File: config.mk
export PLATFORM = sky130hd
export DESIGN_NAME = gf22_sram64_burst_reader
export DESIGN_NICKNAME = d
export VERILOG_FILES = /design/src/rtl/gf22_sram_reader_pkg.sv /design/src/rtl/gf22_sram_reader_fifo.sv /design/src/rtl/gf22_sram64_burst_reader.sv
export SDC_FILE = /design/constraint.sdc
export NUM_CORES = 1
export LEC_CHECK = 0
export ABC_CLOCK_PERIOD_IN_PS = 4800
export BUFFER_PORTS_ARGS = -buffer_cell sky130_fd_sc_hd__buf_2
export CELL_PAD_IN_SITES_DETAIL_PLACEMENT = 1
export CELL_PAD_IN_SITES_GLOBAL_PLACEMENT = 2
export CORE_UTILIZATION = 36
export CTS_CLUSTER_SIZE = 12
export DETAILED_ROUTE_END_ITERATION = 16
export PLACE_DENSITY = 0.76
export SLEW_MARGIN = 20
export SYNTH_ARGS = -nofsm -noshare
export SYNTH_HDL_FRONTEND = slang
export SYNTH_SLANG_ARGS = --single-unit
File: constraint.sdc
create_clock -name CLK -period 4.8 [get_ports CLK]
set_input_delay 0 -clock CLK [delete_from_list [all_inputs] [get_ports CLK]]
set_output_delay 0 -clock CLK [all_outputs]
set_load 0.05 [all_outputs]
File: src/rtl/gf22_sram_reader_pkg.sv
// Shared types and constants for the GF22 SRAM burst reader.
package gf22_sram_reader_pkg;

  localparam int unsigned SRAM_DW   = 64;
  localparam int unsigned DEPTH_MIN = 2;

  typedef enum logic [1:0] {
    IDLE,
    RUN,
    DRAIN
  } state_t;

  typedef struct packed {
    logic [SRAM_DW-1:0] data;
    logic               last;
  } fifo_entry_t;

endpackage

File: src/rtl/gf22_sram_reader_fifo.sv
// Small synchronous FIFO with occupancy count; empty reads return zero.
module gf22_sram_reader_fifo #(
  parameter int unsigned WIDTH = 65,
  parameter int unsigned DEPTH = 2,
  parameter int unsigned CW    = $clog2(DEPTH + 1)
) (
  input  logic             CLK,
  input  logic             RSTN,
  input  logic             push,
  input  logic [WIDTH-1:0] wr_data,
  input  logic             pop,
  output logic [WIDTH-1:0] rd_data,
  output logic [CW-1:0]    count
);

  localparam int unsigned PW = (DEPTH > 1) ? $clog2(DEPTH) : 1;

  logic [WIDTH-1:0] mem [DEPTH];
  logic [PW-1:0]    wr_ptr;
  logic [PW-1:0]    rd_ptr;
  logic [CW-1:0]    cnt;
  logic             do_push;
  logic             do_pop;

  function automatic logic [PW-1:0] ptr_next(input logic [PW-1:0] p);
    return (p == PW'(DEPTH - 1)) ? '0 : p + PW'(1);
  endfunction

  assign do_pop  = pop && (cnt != '0);
  assign do_push = push && ((cnt != CW'(DEPTH)) || do_pop);

  // NOTE: sequential state uses non-blocking assignments so every flop samples pre-edge values.
  always_ff @(posedge CLK or negedge RSTN) begin
    if (!RSTN) begin
      wr_ptr <= '0;
      rd_ptr <= '0;
      cnt    <= '0;
    end else begin
      if (do_push) wr_ptr <= ptr_next(wr_ptr);
      if (do_pop)  rd_ptr <= ptr_next(rd_ptr);
      case ({do_push, do_pop})
        2'b10:   cnt <= cnt + CW'(1);
        2'b01:   cnt <= cnt - CW'(1);
        default: cnt <= cnt;
      endcase
    end
  end

  // NOTE: storage is not reset; the zero-gated read port hides stale entries instead.
  always_ff @(posedge CLK) begin
    if (do_push) mem[wr_ptr] <= wr_data;
  end

  assign rd_data = (cnt != '0) ? mem[rd_ptr] : '0;
  assign count   = cnt;

endmodule

File: src/rtl/gf22_sram64_burst_reader.sv
// Burst read initiator for the GF22 1W/1R SRAM wrapper read port, output on a valid/ready stream.
// Optional request bounds check enabled by defining GF22_SRAM_READER_BOUNDS_CHECK_EN.
module gf22_sram64_burst_reader
  import gf22_sram_reader_pkg::*;
#(
  parameter int unsigned ABITS = 13,
  parameter int unsigned DW    = SRAM_DW,
  parameter int unsigned DEPTH = 2
) (
  input  logic             CLK,
  input  logic             RSTN,
  input  logic             req_valid,
  output logic             req_ready,
  input  logic [ABITS-1:0] req_addr,
  input  logic [ABITS:0]   req_len,
  output logic             out_valid,
  input  logic             out_ready,
  output logic [DW-1:0]    out_data,
  output logic             out_last,
  output logic             CE1,
  output logic [ABITS-1:0] A1,
  input  logic [DW-1:0]    Q1,
  output logic             err
);

  localparam int unsigned FIFO_DEPTH = (DEPTH < DEPTH_MIN) ? DEPTH_MIN : DEPTH;
  localparam int unsigned CW         = $clog2(FIFO_DEPTH + 1);

  state_t           state, state_nxt;
  logic [ABITS-1:0] addr_q;
  logic [ABITS-1:0] a1_q;
  logic [ABITS:0]   remaining_q;
  logic             inflight_q;
  logic             inflight_last_q;
  logic             ready_en_q;

  logic             handshake;
  logic             start;
  logic             out_of_range;
  logic             issue;
  logic             last_issue;
  logic             pop;
  logic [CW-1:0]    fifo_count;
  logic [CW:0]      occupancy;
  fifo_entry_t      wr_entry;
  fifo_entry_t      rd_entry;

  assign req_ready  = ready_en_q && (state == IDLE);
  assign handshake  = req_valid && req_ready;
  assign start      = handshake && (req_len != '0) && !out_of_range;
  assign last_issue = (remaining_q == (ABITS+1)'(1));
  assign pop        = out_valid && out_ready;

  // Words already committed to the FIFO: stored plus the one returning from the SRAM, less this cycle's pop.
  assign occupancy = {1'b0, fifo_count} + {{CW{1'b0}}, inflight_q} - {{CW{1'b0}}, pop};

  // NOTE: every always_comb output gets a default first so no path can infer a latch.
  always_comb begin
    state_nxt = state;
    issue     = 1'b0;
    unique case (state)
      IDLE:  if (start) state_nxt = RUN;
      RUN: begin
        if (occupancy < (CW+1)'(FIFO_DEPTH)) begin
          issue = 1'b1;
          if (last_issue) state_nxt = DRAIN;
        end
      end
      DRAIN: if (!inflight_q && (fifo_count == CW'(pop))) state_nxt = IDLE;
      default: state_nxt = IDLE;
    endcase
  end

  always_ff @(posedge CLK or negedge RSTN) begin
    if (!RSTN) begin
      state           <= IDLE;
      addr_q          <= '0;
      a1_q            <= '0;
      remaining_q     <= '0;
      inflight_q      <= 1'b0;
      inflight_last_q <= 1'b0;
      ready_en_q      <= 1'b0;
    end else begin
      state           <= state_nxt;
      ready_en_q      <= 1'b1;
      inflight_q      <= issue;
      inflight_last_q <= issue && last_issue;
      if (start) begin
        addr_q      <= req_addr;
        remaining_q <= req_len;
      end else if (issue) begin
        addr_q      <= addr_q + ABITS'(1);
        remaining_q <= remaining_q - (ABITS+1)'(1);
        a1_q        <= addr_q;
      end
    end
  end

  // A1 shows the live address while issuing and otherwise holds the last one issued.
  assign CE1 = issue;
  assign A1  = issue ? addr_q : a1_q;

  always_comb begin
    wr_entry      = '0;
    wr_entry.data = SRAM_DW'(Q1);
    wr_entry.last = inflight_last_q;
  end

  gf22_sram_reader_fifo #(
    .WIDTH ($bits(fifo_entry_t)),
    .DEPTH (FIFO_DEPTH),
    .CW    (CW)
  ) u_fifo (
    .CLK     (CLK),
    .RSTN    (RSTN),
    .push    (inflight_q),
    .wr_data (wr_entry),
    .pop     (pop),
    .rd_data (rd_entry),
    .count   (fifo_count)
  );

  assign out_valid = (fifo_count != '0);
  assign out_data  = DW'(rd_entry.data);
  assign out_last  = rd_entry.last;

`ifdef GF22_SRAM_READER_BOUNDS_CHECK_EN
  localparam logic [ABITS+1:0] ADDR_SPAN = (ABITS+2)'(1) << ABITS;

  logic [ABITS+1:0] req_end;
  logic             err_q;

  assign req_end      = {2'b00, req_addr} + {1'b0, req_len};
  assign out_of_range = (req_end > ADDR_SPAN);

  always_ff @(posedge CLK or negedge RSTN) begin
    if (!RSTN) err_q <= 1'b0;
    else       err_q <= handshake && out_of_range;
  end

  assign err = err_q;
`else
  assign out_of_range = 1'b0;
  assign err          = 1'b0;
`endif

endmodule

==> results by group, run 1 <==
Outcome
  – Outcome: completed

Routing
  – Detailed Route Iter0 Violations: 238
  – Via density: 4.99
  – Antenna Nets Post-Route: 0
  – DR WL/cell: 17.8 um
  – Drt drc: 0
  – Vias: 5622
  – DR pass1 iterations: 4
  – Routed wire length: 20.0 mm

GRT
  – Initial antenna violation count: 1
  – First-pass GRT wire length: 32.2 mm
  – Largest net degree at the start of global routing: 66
  – Vias in the first global route: 6027
  – Total congestion overflow: 0
  – Global Route Usage Sum: 0.193

Synth
  – Number of flops mapped to enable cells by yosys: 130
  – Synthesized area: 7580 um^2
  – Adder-Cell Fraction of Synth Area: 0.0109
  – Synthesized Nets: 677
  – Synth async-reset ratio: 0.274
  – Largest family of logic cells by synthesized area: simple AND/OR/NAND/NOR gates
  – Post-Synth Simple-Gate Area: 0.131
  – Synth warn: 0
  – Top_reg_cell synth: edfxtp_1
  – Distinct cells, synth: 58
  – XOR/XNOR Fraction of Synth Area: 0.0173
  – Number of synthesized register bits: 179
  – Post-synthesis mux area share: 0.0899
  – Register area share after synthesis: 0.676
  – Synth Area in Compound Gates: 0.0533
  – Cells after Synth: 576
  – Mean Syn Cell Area: 13.2 um^2

CTS
  – Clk slew on worst S/H paths: 0.07 ns
  – Max Root-Sink Buffers: 2
  – CTS tree: done
  – Cts hold-fix bufs: 92
  – # resized after CTS: 0
  – H-tree levels: 4
  – Clk_lat worst skew: 0.43 ns
  – Clk sink count: 179
  – Clk root buf: clkbuf_16
  – Number of post-CTS setup repair buffers: 0
  – CTS Buf Count: 17

Die
  – I/O pins: 177
  – Die height: 147 um
  – Area of the die: 21700 um^2
  – Initial core utilization: 0.371
  – FP Rows: 52
  – Die W: 147 um
  – Core Region: 20400 um^2

Placement
  – Post-DP HPWL: 13.2 mm
  – GP Congestion: 0.816
  – Port Buffer Count: 175

Setup path
  – CP most frequent cell: nand2_1
  – Worst R2R Path Depth: 10
  – CP cell instances: nor2_4, inv_1, and2_1, ha_1, nand2b_1, fa_1, and3b_1, nand2_1, inv_1, nand2_1, nand2_1, buf_2
  – CP Launch Type: register
  – FF-to-FF End: remaining_q[11]$_DFFE_PN0P_
  – Setup slack, reg-to-reg: 1.17 ns
  – Worst Setup EP: A1[3]
  – CP max stage delay: 0.58 ns
  – Crit Path Category: register to output port
  – Worst path bufs/invs: 3
  – CP max-delay cell: fa_1
  – CP arrival: 3.78 ns
  – Crit path capture type: output port
  – Worst reg2reg path startpoint: u_fifo.count[1]$_DFFE_PN0P_
  – Crit-path leading delay family: simple AND/OR/NAND/NOR gates
  – Crit path from: u_fifo.count[1]$_DFFE_PN0P_
  – Critical Path RT: 4.80 ns
  – Crit Path Max Fanout: 14
  – Worst path depth: 12

STA
  – Tcrit/Tclk final: 0.787
  – Fmax: 0.265 GHz
  – Setup Skew: 0.00874 ns
  – Max-slew headroom: 0.350
  – Final Max Tran Viols: 0
  – Tmin final: 3.78 ns
  – Endpoints failing setup: 0
  – Unrepaired setup endpoints after global routing: no
  – Fin. Hold Viols: 0
  – Worst slew pin tran: 0.974 ns
  – TNS Setup: 0 ns

Power and ir drop
  – Total power density per cell area: 740 nW/um^2
  – Leakage: 4.31 nW
  – Design Power: 7.64 mW
  – Max rail drop VDD: 588 uV

Final layout
  – Syn-to-layout area delta: 36.0%
  – Area of the multi-input gates: 2320 um^2
  – Share of cells above drive strength 1: 0.272
  – Register area: 5130 um^2
  – Nets: 944
  – Layout filler cell count: 2180

Worst hold path
  – Hold/Removal Path Class: input pin to register

Run
  – Max Cap Violations: 0
through the flow:
stage          setup slack [ns]  std cells  hold WS [ns]  cell area [um^2]   util
6_report                   1.02       1127        0.0686             10300  0.505
5_1_grt                   0.750       1127        0.0935             10300  0.505
2_1_floorplan             0.750        576        -0.296              7580      -
3_3_place_gp               1.36       1001         0.151              8770  0.429
4_1_cts                   0.973       1126        0.0461             10300  0.505
3_5_place_dp               1.22       1002         0.167              8800  0.431
logic make-up after synthesis:
logic type	Yosys count
and+or+nand+nor	210
other	2
xor gates and xnor gates	15
AOI/OAI and AO/OA	57
muxes	68
DFF	179
adders and majority gates	6
buffers and inverters	39
power by group:
part | switching [mW] | internal [mW] | leakage, nW
Sequential | 0.302 | 2.08 | 1.80
Combinational | 2.82 | 1.03 | 2.24
Clock | 0.620 | 0.783 | 0.279
Total | 3.74 | 3.90 | 4.31
final cells by class:
type | count | area share
diodes | 1 | 0.000243
well taps | 270 | 0.0327
clock inverters | 14 | 0.0158
repair buffers | 276 | 0.183
multi-input cells | 358 | 0.225
clock buffers | 18 | 0.0416
inverters | 11 | 0.00400
flip-flops and latches | 179 | 0.498
placed cells by master (no fill, tap or decap), types with 9 or more instances in the layout:
master           n
xnor2_1          9
dfrtp_1         48
buf_2          175
nand3_1         16
nand2_1         57
o21ai_0         20
nor4_1          11
clkbuf_16       17
inv_1           11
dlygate4sd3_1   92
nor3_1           9
nor2_1          76
mux2i_1         67
edfxtp_1       130
worst register-to-register path, delay by kind of cell, from the launching register on:
family                     cells  cell delay (ns)
DFF                            1             0.50
AOI/OAI and AO/OA              1             0.18
and+or+nand+nor                6             1.94
adders and majority gates      2             0.86
buffers and inverters          1             0.06
flip-flops by register name, indices dropped and copies added, names as in the netlist, 2 cells and up:
signal / flops
u_fifo.mem: 130
remaining_q: 14
a1_q: 13
state: 2
u_fifo.count: 2
addr_q: 13
cells in the mapped netlist (6+ instances only):
master | n | area share
edfxtp_1 | 130 | 0.51
nor2_1 | 78 | 0.039
mux2i_1 | 67 | 0.088
nand2_1 | 57 | 0.028
dfrtp_1 | 49 | 0.16
o21ai_0 | 20 | 0.013
clkbuf_1 | 19 | 0.0094
nand3_1 | 16 | 0.011
inv_1 | 11 | 0.0054
nor4_1 | 11 | 0.0091
nor3_1 | 9 | 0.0059
xnor2_1 | 9 | 0.010
buf_1 | 7 | 0.0035
a221o_1 | 6 | 0.0079
nand4_1 | 6 | 0.0050
o211ai_1 | 6 | 0.0059
xor2_1 | 6 | 0.0069
worst min path at each step:
stage | startpoint | end | slack [ns] | cells past startpoint
after floorplan | RSTN | a1_q[0]$_DFFE_PN0N_ | -0.30 | 0
after global placement | RSTN | addr_q[3]$_DFFE_PN0P_ | 0.15 | 2
after detailed placement | RSTN | addr_q[0]$_DFFE_PN0P_ | 0.17 | 2
after CTS | req_len[3] | remaining_q[3]$_DFFE_PN0P_ | 0.05 | 4
after global routing | req_len[3] | remaining_q[3]$_DFFE_PN0P_ | 0.09 | 4
final | req_len[3] | remaining_q[3]$_DFFE_PN0P_ | 0.07 | 4
layer usage:
metal  routed length, um  global-route usage  vias to the layer above
met5                   0                   0                        -
met4                 328              0.0655                        0
met2               10000               0.335                      160
met3                 845              0.0363                       23
met1                8850               0.242                     2776
li1                    -                   -                     2663
(Power assumes the default switching activity.)
==> inputs of run 2 (changes only) <==
--- a/config.mk
+++ b/config.mk
@@ -5,14 +5,15 @@
 export SDC_FILE = /design/constraint.sdc
 export NUM_CORES = 1
 export LEC_CHECK = 0
-export ABC_CLOCK_PERIOD_IN_PS = 4800
+export ABC_AREA = 1
+export ABC_CLOCK_PERIOD_IN_PS = 3500
 export BUFFER_PORTS_ARGS = -buffer_cell sky130_fd_sc_hd__buf_2
 export CELL_PAD_IN_SITES_DETAIL_PLACEMENT = 1
 export CELL_PAD_IN_SITES_GLOBAL_PLACEMENT = 2
-export CORE_UTILIZATION = 36
+export CORE_UTILIZATION = 33
 export CTS_CLUSTER_SIZE = 12
 export DETAILED_ROUTE_END_ITERATION = 16
-export PLACE_DENSITY = 0.76
+export PLACE_DENSITY = 0.74
 export SLEW_MARGIN = 20
 export SYNTH_ARGS = -nofsm -noshare
 export SYNTH_HDL_FRONTEND = slang
==> constraint.sdc (replaced) <==
create_clock -name CLK -period 3.5 [get_ports CLK]
set_input_delay 0 -clock CLK [delete_from_list [all_inputs] [get_ports CLK]]
set_output_delay 0 -clock CLK [all_outputs]
set_load 0.05 [all_outputs]
==> run 2 against run 1 <==
Net effect:
- first-iteration DRC count up 56%
- final cell count grew 19%
- non-clock buffer count increased by 3
- highest routed layer unchanged
- synthesized cell count rose by 30%
- clock skew grew 0.0022 ns
- combinational power is 44% higher
- area after synthesis rose by 1.5%
- wire length increased by 1.1%
- global-route usage fell by 1.6 points
- via count increased by 10%
- sequential power rose by 32%
- setup slack worse by 0.71 ns
==> results by group, run 2 <==
GRT
  – Initial antenna violation count: 0
  – Total congestion overflow: 0
  – Vias in the first global route: 6509
  – First-pass GRT wire length: 33.0 mm
  – Largest net degree at the start of global routing: 68
  – Global Route Usage Sum: 0.177

Outcome
  – Outcome: completed

Synth
  – Post-synth top area cell: edfxtp_1
  – Synth warn: 0
  – Mean Syn Cell Area: 10.3 um^2
  – Post-synth top area share: 0.507
  – Synthesized area: 7700 um^2
  – Register area share after synthesis: 0.667
  – Commonest cells post-synth: nand2_1 (251), edfxtp_1 (130), nand3_1 (76), a21oi_1 (66), dfrtp_1 (49)
  – Largest family of logic cells by synthesized area: simple AND/OR/NAND/NOR gates
  – Post-synthesis mux area share: 0
  – XOR/XNOR Fraction of Synth Area: 0.0137
  – Synth Area in Compound Gates: 0.0598
  – Cells after Synth: 748
  – Synth async-reset ratio: 0.274
  – Most instantiated library cell after synthesis: nand2_1
  – Distinct cells, synth: 31
  – Top cells by area, synth: edfxtp_1 (51%), dfrtp_1 (16%), nand2_1 (12%), nand3_1 (4.9%), a21oi_1 (4.3%)
  – Top_reg_cell synth: edfxtp_1
  – Adder-Cell Fraction of Synth Area: 0.0107
  – Number of synthesized register bits: 179
  – Post-Synth Simple-Gate Area: 0.208
  – Synthesized Nets: 849
  – Number of flops mapped to enable cells by yosys: 130

Routing
  – DR pass1 iterations: 4
  – DR top layer: met4
  – Drt drc: 0
  – Metal2 WL: 10.1 mm
  – Routed wire length: 20.3 mm
  – WL met1: 9.09 mm
  – Via density: 4.63
  – Detailed Route Iter0 Violations: 372
  – DR WL/cell: 15.2 um
  – Metal3 WL: 913 um
  – Antenna Nets Post-Route: 0
  – Vias: 6189

CTS
  – Clk sink count: 179
  – CTS tree: done
  – Number of post-CTS setup repair buffers: 0
  – Max Root-Sink Buffers: 2
  – H-tree levels: 4
  – Clk slew on worst S/H paths: 0.07 ns
  – CTS Buf Count: 17
  – Clk_lat worst skew: 0.43 ns
  – Clk root buf: clkbuf_16

Setup path
  – CP Launch Type: register
  – Crit Path Category: register to output port
  – Critical Path RT: 3.50 ns
  – Crit Path Max Fanout: 18
  – Setup slack, reg-to-reg: 0.70 ns
  – Crit path from: u_fifo.count[0]$_DFFE_PN0P_
  – CP arrival: 3.19 ns
  – Worst reg2reg path startpoint: u_fifo.count[0]$_DFFE_PN0P_
  – Crit path capture type: output port

STA
  – Tcrit/Tclk final: 0.910
  – Final Max Tran Viols: 0
  – Setup Skew: 0.0109 ns
  – Worst slew pin tran: 0.913 ns
  – Fmax: 0.314 GHz
  – Endpoints failing setup: 0
  – Tmin final: 3.19 ns
  – Unrepaired setup endpoints after global routing: no
  – Max-slew headroom: 0.386
  – Final hold slack: 0.0386 ns
  – Setup WS post-layout: 0.315 ns
  – Fin. Hold Viols: 0

Final layout
  – Syn-to-layout area delta: 35.7%
  – Layout filler cell count: 2615
  – Most frequent cells in the layout: nand2_1 (251), buf_2 (175), edfxtp_1 (130)
  – Area of the multi-input gates: 2280 um^2
  – Register area: 5130 um^2
  – Share of the core filled with cells: 0.459
  – Nets: 1111
  – Post-route cell area: 10400 um^2
  – Max reg flops: 130
  – Largest regs: u_fifo.mem (130), remaining_q (14)
  – ANT cells: 0
  – Most flops, register: u_fifo.mem
  – Share of cells above drive strength 1: 0.229
  – Final Non-Filler Cells: 1336
  – Commonest non-fill, non-tap cell in the layout: nand2_1

Die
  – Die W: 155 um
  – I/O pins: 177
  – Die height: 155 um
  – Initial core utilization: 0.338
  – FP Rows: 55
  – Area of the die: 23900 um^2
  – Core Region: 22800 um^2

Worst hold path
  – Hold/Removal Path Class: input pin to asynchronous set/reset pin

Power and ir drop
  – Total power density per cell area: 1020 nW/um^2
  – Leakage: 4.50 nW
  – Max rail drop VDD: 501 uV

Placement
  – Placed Cells: 1211
  – Port Buffer Count: 175
  – Post-DP HPWL: 12.9 mm
  – GP Congestion: 0.731
  – Cell Area, Placed: 8890 um^2
  – Dpl ws: 0.666 ns

Run
  – Max Cap Violations: 0
-- run 2: cell count changes after synthesis, sizes merged, moves of 7 or more --
cell    delta
xnor2      -7
buf       +16
clkbuf     -8
nor4      -11
or3        -7
nand3     +60
inv       +24
a21oi     +63
nor2      -33
nor3       -7
nand2    +195
mux2i     -67
-- run 2: layout make-up --
| class | instances | share of cell area |
|---|---|---|
| well taps | 313 | 0.0375 |
| clock inverters | 15 | 0.0189 |
| multi-input cells | 498 | 0.218 |
| inverters | 35 | 0.0126 |
| repair buffers | 279 | 0.181 |
| flip-flops and latches | 179 | 0.491 |
| clock buffers | 17 | 0.0407 |
-- run 2: cell families after synthesis --
kind of cell | Yosys count
flip-flops | 179
AO/OA/AOI/OAI | 91
adder cells (fa/ha/maj) | 6
XOR/XNOR | 12
other | 2
buffers and inverters | 71
AND/OR/NAND/NOR | 387
-- run 2: path summary, 6_finish.rpt --
check,to,cells past startpoint
hold reg to reg,u_fifo.mem[0][0]$_DFFE_PP_,0
setup reg to reg,remaining_q[2]$_DFFE_PN0P_,12
min in group CLK,remaining_q[8]$_DFFE_PN0P_,6
setup / recovery,A1[0],12
max in group asynchronous,u_fifo.rd_ptr$_DFFE_PN0N_,3
hold / removal,a1_q[10]$_DFFE_PN0N_,2
-- run 2: routing by layer --
metal  vias to the layer above  GRT usage
met5                         -          0
met4                         0     0.0438
met3                        15     0.0370
met2                       125      0.314
met1                      3008      0.219
li1                       3041          -
-- run 2: repair_timing --
| item | in CTS | in global routing |
|---|---|---|
| endpoints found under the hold margin | 173 | 0 |
| resized for setup | 0 | 1 |
| endpoints found under the setup margin | 0 | 1 |
| hold buffers | 93 | 0 |
-- run 2: power breakdown --
| part | internal [mW] | switching, mW | leakage [nW] | total, mW |
|---|---|---|---|---|
| sequential | 2.87 | 0.272 | 1.80 | 3.14 |
| combinational | 1.29 | 4.26 | 2.39 | 5.54 |
| clock | 1.04 | 0.926 | 0.303 | 1.97 |
-- run 2: stage by stage --
| stage | total power, mW | setup TNS, ns |
|---|---|---|
| finish | 10.7 | 0 |
| CTS | 10.8 | 0 |
| detailed placement | 8.71 | 0 |
| global route | 11.4 | 0 |
| global placement | 8.64 | 0 |
| floorplan | 7.38 | -44.37 |
-- run 2: critical path, stage by stage (launching register included) --
cell,delay [ns]
dfrtp_1,0.47
nor2_4,0.14
nor2_1,0.05
ha_1,0.28
or2_2,0.30
fa_1,0.49
nand2_1,0.06
nor2_2,0.11
nand2_2,0.09
inv_2,0.28
nand2_1,0.15
nand2_1,0.09
buf_2,0.25
